<file path="config.mk">
export PLATFORM = sky130hd
export DESIGN_NAME = cla_multiword_seq
export DESIGN_NICKNAME = d
export VERILOG_FILES = /design/src/rtl/cla_seq_pkg.sv /design/src/rtl/cla_16bits.sv /design/src/rtl/cla_multiword_seq.sv
export SDC_FILE = /design/constraint.sdc
export NUM_CORES = 1
export LEC_CHECK = 0
export ABC_CLOCK_PERIOD_IN_PS = 4800
export BUFFER_PORTS_ARGS = -buffer_cell sky130_fd_sc_hd__buf_4
export CORE_MARGIN = 2
export CORE_UTILIZATION = 40
export DETAILED_ROUTE_END_ITERATION = 12
export PLACE_DENSITY_LB_ADDON = 0.15
export SYNTH_ARGS = -nofsm -noshare
export SYNTH_HDL_FRONTEND = slang
export SYNTH_SLANG_ARGS = --single-unit
</file>
<file path="constraint.sdc">
create_clock -name clk -period 4.8 [get_ports clk]
set_input_delay 0 -clock clk [delete_from_list [all_inputs] [get_ports clk]]
set_output_delay 0 -clock clk [all_outputs]
set_load 0.02 [all_outputs]
</file>
<file path="src/rtl/cla_seq_pkg.sv">
// cla_seq_pkg
// Shared definitions for the multi-word CLA sequencer:
//   state_e     - controller states (IDLE, RUN, DONE)
//   CLA_WORD_W  - width of the single shared carry-lookahead adder
package cla_seq_pkg;

    localparam int CLA_WORD_W = 16;

    typedef enum logic [1:0] {
        IDLE = 2'd0,
        RUN  = 2'd1,
        DONE = 2'd2
    } state_e;

endpackage : cla_seq_pkg

</file>
<file path="src/rtl/cla_16bits.sv">
// cla_16bits
// Two-level 16-bit carry-lookahead adder: S = A + B + Cin.
// Four 4-bit lookahead groups feed a second-level lookahead unit that
// produces the group carry-ins and the final carry-out.
// Ports:
//   A, B  in  16  addends
//   Cin   in  1   carry-in
//   S     out 16  sum
//   Cout  out 1   carry-out
module cla_16bits (
    input  logic [15:0] A,
    input  logic [15:0] B,
    input  logic        Cin,
    output logic [15:0] S,
    output logic        Cout
);

    logic [15:0] g;      // bit generate
    logic [15:0] p;      // bit propagate
    logic [15:0] c;      // carry into each bit
    logic [3:0]  grp_g;  // group generate
    logic [3:0]  grp_p;  // group propagate
    logic [3:0]  grp_c;  // carry into each group

    assign g = A & B;
    assign p = A ^ B;

    // Second-level lookahead over the four groups.
    assign grp_c[0] = Cin;
    assign grp_c[1] = grp_g[0] | (grp_p[0] & Cin);
    assign grp_c[2] = grp_g[1] | (grp_p[1] & grp_g[0]) | (grp_p[1] & grp_p[0] & Cin);
    assign grp_c[3] = grp_g[2] | (grp_p[2] & grp_g[1]) | (grp_p[2] & grp_p[1] & grp_g[0])
                    | (grp_p[2] & grp_p[1] & grp_p[0] & Cin);
    assign Cout     = grp_g[3] | (grp_p[3] & grp_g[2]) | (grp_p[3] & grp_p[2] & grp_g[1])
                    | (grp_p[3] & grp_p[2] & grp_p[1] & grp_g[0])
                    | (grp_p[3] & grp_p[2] & grp_p[1] & grp_p[0] & Cin);

    generate
        for (genvar gi = 0; gi < 4; gi++) begin : g_group
            logic [3:0] gg;
            logic [3:0] pp;
            logic       c0;

            assign gg = g[gi*4 +: 4];
            assign pp = p[gi*4 +: 4];
            assign c0 = grp_c[gi];

            // First-level lookahead: every carry inside the group is a
            // flat sum of products of the group carry-in.
            assign c[gi*4 + 0] = c0;
            assign c[gi*4 + 1] = gg[0] | (pp[0] & c0);
            assign c[gi*4 + 2] = gg[1] | (pp[1] & gg[0]) | (pp[1] & pp[0] & c0);
            assign c[gi*4 + 3] = gg[2] | (pp[2] & gg[1]) | (pp[2] & pp[1] & gg[0])
                               | (pp[2] & pp[1] & pp[0] & c0);

            assign grp_g[gi] = gg[3] | (pp[3] & gg[2]) | (pp[3] & pp[2] & gg[1])
                             | (pp[3] & pp[2] & pp[1] & gg[0]);
            assign grp_p[gi] = &pp;
        end
    endgenerate

    assign S = p ^ c;

endmodule : cla_16bits

</file>
<file path="src/rtl/cla_multiword_seq.sv">
// cla_multiword_seq
// Performs WORD_W*NUM_WORDS-bit add/subtract by reusing one 16-bit CLA,
// one word per cycle, least-significant word first, with the carry chained
// through carry_q. Subtraction is A + ~B + 1: B is inverted at capture and
// the initial carry forced to 1.
// Ports:
//   clk, rst          clock (rising edge), synchronous active-high reset
//   in_valid/in_ready request handshake (in_ready only in IDLE, not in reset)
//   op_a, op_b        operands
//   sub, cin          1 = A-B (cin ignored), 0 = A+B+cin
//   out_valid/out_ready result handshake; outputs held stable while waiting
//   result            sum/difference
//   cout              final carry (for sub: 1 = no borrow)
//   overflow          signed two's-complement overflow
//   busy              high while an operation is in RUN or DONE
module cla_multiword_seq
    import cla_seq_pkg::*;
#(
    parameter int WORD_W    = 16,
    parameter int NUM_WORDS = 4
) (
    input  logic                          clk,
    input  logic                          rst,
    input  logic                          in_valid,
    output logic                          in_ready,
    input  logic [WORD_W*NUM_WORDS-1:0]   op_a,
    input  logic [WORD_W*NUM_WORDS-1:0]   op_b,
    input  logic                          sub,
    input  logic                          cin,
    output logic                          out_valid,
    input  logic                          out_ready,
    output logic [WORD_W*NUM_WORDS-1:0]   result,
    output logic                          cout,
    output logic                          overflow,
    output logic                          busy
);

    localparam int TOTAL_W = WORD_W * NUM_WORDS;
    localparam int IDX_W   = (NUM_WORDS > 1) ? $clog2(NUM_WORDS) : 1;
    localparam logic [IDX_W-1:0] LAST_IDX = IDX_W'(NUM_WORDS - 1);

    generate
        if (WORD_W != CLA_WORD_W) begin : g_bad_word_w
            $error("cla_multiword_seq: WORD_W must equal the CLA width (16)");
        end
        if (NUM_WORDS < 2) begin : g_bad_num_words
            $error("cla_multiword_seq: NUM_WORDS must be at least 2");
        end
    endgenerate

    state_e              state_q;
    logic [IDX_W-1:0]    idx_q;
    logic                carry_q;
    logic [TOTAL_W-1:0]  a_q;
    logic [TOTAL_W-1:0]  b_q;
    logic [WORD_W-1:0]   result_q [NUM_WORDS];
    logic                cout_q;
    logic                overflow_q;
    logic                out_valid_q;

    logic                accept_d;
    logic                last_word_d;
    logic [WORD_W-1:0]   a_words_d [NUM_WORDS];
    logic [WORD_W-1:0]   b_words_d [NUM_WORDS];
    logic [WORD_W-1:0]   word_a_d;
    logic [WORD_W-1:0]   word_b_d;
    logic [WORD_W-1:0]   sum_d;
    logic                carry_out_d;
    logic                overflow_d;

    assign in_ready    = (state_q == IDLE) && !rst;
    assign busy        = (state_q != IDLE);
    assign accept_d    = in_valid && in_ready;
    assign last_word_d = (idx_q == LAST_IDX);

    // Word views of the captured operands and flattened result output.
    generate
        for (genvar gi = 0; gi < NUM_WORDS; gi++) begin : g_words
            assign a_words_d[gi]             = a_q[gi*WORD_W +: WORD_W];
            assign b_words_d[gi]             = b_q[gi*WORD_W +: WORD_W];
            assign result[gi*WORD_W +: WORD_W] = result_q[gi];
        end
    endgenerate

    assign word_a_d = a_words_d[idx_q];
    assign word_b_d = b_words_d[idx_q];

    cla_16bits u_cla (
        .A    (word_a_d),
        .B    (word_b_d),
        .Cin  (carry_q),
        .S    (sum_d),
        .Cout (carry_out_d)
    );

    // Signed overflow uses the stored (already inverted for sub) B sign.
    assign overflow_d = (a_q[TOTAL_W-1] == b_q[TOTAL_W-1])
                     && (sum_d[WORD_W-1] != a_q[TOTAL_W-1]);

    // Operand capture needs no reset: the registers are only read in RUN,
    // which is always entered through a capture.
    always_ff @(posedge clk) begin
        if (accept_d) begin
            a_q <= op_a;
            b_q <= sub ? ~op_b : op_b;
        end
    end

    always_ff @(posedge clk) begin
        if (rst) begin
            state_q     <= IDLE;
            idx_q       <= '0;
            carry_q     <= 1'b0;
            cout_q      <= 1'b0;
            overflow_q  <= 1'b0;
            out_valid_q <= 1'b0;
            for (int i = 0; i < NUM_WORDS; i++) begin
                result_q[i] <= '0;
            end
        end else begin
            unique case (state_q)
                IDLE: begin
                    if (accept_d) begin
                        carry_q <= sub ? 1'b1 : cin;
                        idx_q   <= '0;
                        state_q <= RUN;
                    end
                end
                RUN: begin
                    result_q[idx_q] <= sum_d;
                    carry_q         <= carry_out_d;
                    if (last_word_d) begin
                        cout_q      <= carry_out_d;
                        overflow_q  <= overflow_d;
                        out_valid_q <= 1'b1;
                        idx_q       <= '0;   // keep idx within range in DONE
                        state_q     <= DONE;
                    end else begin
                        idx_q <= idx_q + IDX_W'(1);
                    end
                end
                DONE: begin
                    if (out_ready) begin
                        out_valid_q <= 1'b0;
                        state_q     <= IDLE;
                    end
                end
                default: begin
                    state_q <= IDLE;
                end
            endcase
        end
    end

    assign out_valid = out_valid_q;
    assign cout      = cout_q;
    assign overflow  = overflow_q;

endmodule : cla_multiword_seq
</file>
==> flow_metrics.tcl <==
set metrics [dict create \
    worstSetupEndpointType "flip-flop" \
    synth.top_cell.area_share_pct 67.4 \
    synth-edff-count 192 \
    synth_fp_nets 670 \
    rows 53 \
    hpwl_um 13400 \
    cts.repair.resized 0 \
    path_clk_slew_ns 0.07 \
    grtUsageTotal_pct 17.9 \
    rsz0062_at_grt "no" \
    yosysSeqAreaShare_pct 69.3 \
    status "finished clean" \
    numCtsBuffers 17 \
    cts_tree "done" \
    cap_violations 0 \
    grt_pass1_wl_um 29900 \
    fin_crit_ns 3.90 \
    routed_wl_um 19900 \
    detail-route-antenna-nets 0 \
    finalCritPeriodShare_pct 81.2 \
    areaGrowthSynthToFinish_pct 43.8 \
    ys_seq_elements 200 \
    grt_start_max_net_pins 66 \
    hold_viol 0 \
    ys.flop_type "edfxtp_1" \
    htreeDepth 4 \
    synth_cells 515 \
    start_util_pct 40.7 \
    syn_area_per_cell_um2 16.6 \
    finalInstanceArea_mm2 0.0123 \
    crit_fanout 19 \
    drive_above_1_share_pct 32.3 \
    drc 0 \
    setup_viol 0 \
    dr.first_iter.drc_count 416 \
    critPathKind "reg -> reg" \
    vias 5503 \
    synth_commonest_cells "edfxtp_1 (192), xor2_1 (69), nor2_1 (61)" \
    crit_path_start_kind "flip-flop" \
    ir_drop_v 0.000224 \
    relSlewSlack_pct 33.2 \
    gp_congestion 0.799 \
    fp.dieH_um 150 \
    io_pins 203 \
    die_w_um 150 \
    clock-skew-final_ns 0.00668 \
    num_antenna_cells 0 \
    synthTopCellsByArea "edfxtp_1 (67%), mux4_2 (8.4%), xor2_1 (7.1%), nor2_1 (2.7%), ha_1 (2.5%)" \
    synth.most_common_cell "edfxtp_1" \
    yosysTopAreaCell "edfxtp_1" \
    gr-total-overflow 0 \
    crit_arrival_ns 4.06 \
    clock-sinks 200 \
    leakagePower_nw 4.82 \
    viasPerCell 4.83 \
    final_nets 1006 \
    port_buffers 202 \
    cts_root_buf "clkbuf_16" \
    dpl_cell_area_mm2 0.0104 \
    fillers 1646 \
    dieArea_mm2 0.0226 \
    fp.coreArea_mm2 0.0210 \
    grt_pass1_vias 5544 \
    clkLatencyLatePin_ns 0.43 \
    postCtsSetupBuffers 0 \
    wl_per_cell_um 17.4 \
    ys_async_sr_fraction_pct 0 \
    ys_warn_count 0 \
    cellPowerDensity_mw_per_mm2 343 \
    clock_path_buffers 2 \
    antenna_found_initial 0 \
    setup_tns_ns 0 \
    min_path_type "in -> reg" \
    ys_types 42 \
    fmax_mhz 257 \
    cp.required_ns 4.96 \
    slew_violations 0 \
    netlist_area_mm2 0.00856 \
    drt_first_pass_iters 5 \
    worst_pin_slew_ns 1.00 \
]
[power breakdown]
part / switching [mW] / internal (mW) / leakage [nW]
Combinational: 0.353 / 0.339 / 2.62
Clock: 0.606 / 0.866 / 0.288
Sequential: 0.0374 / 2.02 / 1.91
[sequential cells by signal, summed over array words and instances (netlist names), 2 cells and up]
signal	cells
result_q	64
idx_q	2
b_q	64
state_q	2
a_q	64
[stage by stage]
stage	instances	hold slack (ns)	utilization (%)	worst slack, ns	power, mW
2_1_floorplan	515	0.0831	-	0.256	2.45
3_3_place_gp	975	0.180	49.3	0.957	2.69
3_5_place_dp	975	0.180	49.3	0.861	2.71
4_1_cts	1139	0.0595	58.5	0.841	4.25
5_1_grt	1139	0.0886	58.5	0.562	4.38
6_report	1139	0.0746	58.5	0.902	4.22
[path summary, 6_finish.rpt]
check,start,to,slack [ns],cells past startpoint
worst min-delay path,cin,carry_q,0.07,5
worst max register to register,idx_q[0],result_q[1][13],0.90,10
worst max-delay path,idx_q[0],result_q[1][13],0.90,10
worst min register to register,out_valid,out_valid,0.48,2
[per-layer routing]
metal  track usage, %  share of wire, %  up-vias  wire [um]
met2             30.0                50      197       9960
met1             23.5                42     2678       8430
met4             6.08               1.9        0        375
li1                 -                 -     2598          -
met3             3.70               5.6       30       1100
met5                0                 0        -          0
[logic make-up (layout without fill, tap and decap cells)]
logic type	count (synthesis)	in the layout	share of synthesized area, %
compound gates	44	44	3.63
buf+inv	30	379	1.43
simple gates	114	114	6.24
mux	33	33	8.54
xor+xnor	73	73	7.47
fa+ha+maj	21	21	3.42
flops	200	200	69.3
[final cells by class]
type / count / area, um2 / area share (%)
timing repair buffer: 340 / 2880 / 23.4
clock inverter: 14 / 181 / 1.47
multi-input combinational: 285 / 2510 / 20.4
clock buffer: 18 / 429 / 3.49
inverter: 7 / 26.3 / 0.214
tap: 275 / 344 / 2.80
sequential: 200 / 5930 / 48.2
[worst max-delay path, stage by stage, from the launching register on]
cell     delay, ns
dfxtp_2       0.79
buf_4         0.29
mux4_2        0.51
ha_1          0.33
o21ai_0       0.30
o21ai_0       0.24
nand3_1       0.22
nand2_1       0.13
fa_1          0.45
xnor2_1       0.29
nor2_1        0.08
[cells in the final DEF (no fill, tap or decap), drive strengths merged, types with 2 or more instances in the layout]
master	n
a211oi	5
a21o	7
a21oi	9
a31oi	3
and2	12
and3	6
buf	208
bufinv	4
clkbuf	18
clkinv	7
clkinvlp	3
dfxtp	8
dlygate4sd3	132
edfxtp	192
fa	4
ha	17
inv	7
mux4	32
nand2	11
nand2b	6
nor2	61
nor2b	3
nor3	5
nor3b	2
nor4	2
o21a	2
o21ai	11
or2	2
or3	3
xnor2	4
xor2	69
[what timing repair did]
| item | in CTS | in global routing |
|---|---|---|
| hold endpoints to repair | 136 | 0 |
| hold buffers | 132 | 0 |
| setup endpoints to repair | 0 | 0 |
Note: power is estimated with default switching activity, not from simulation.
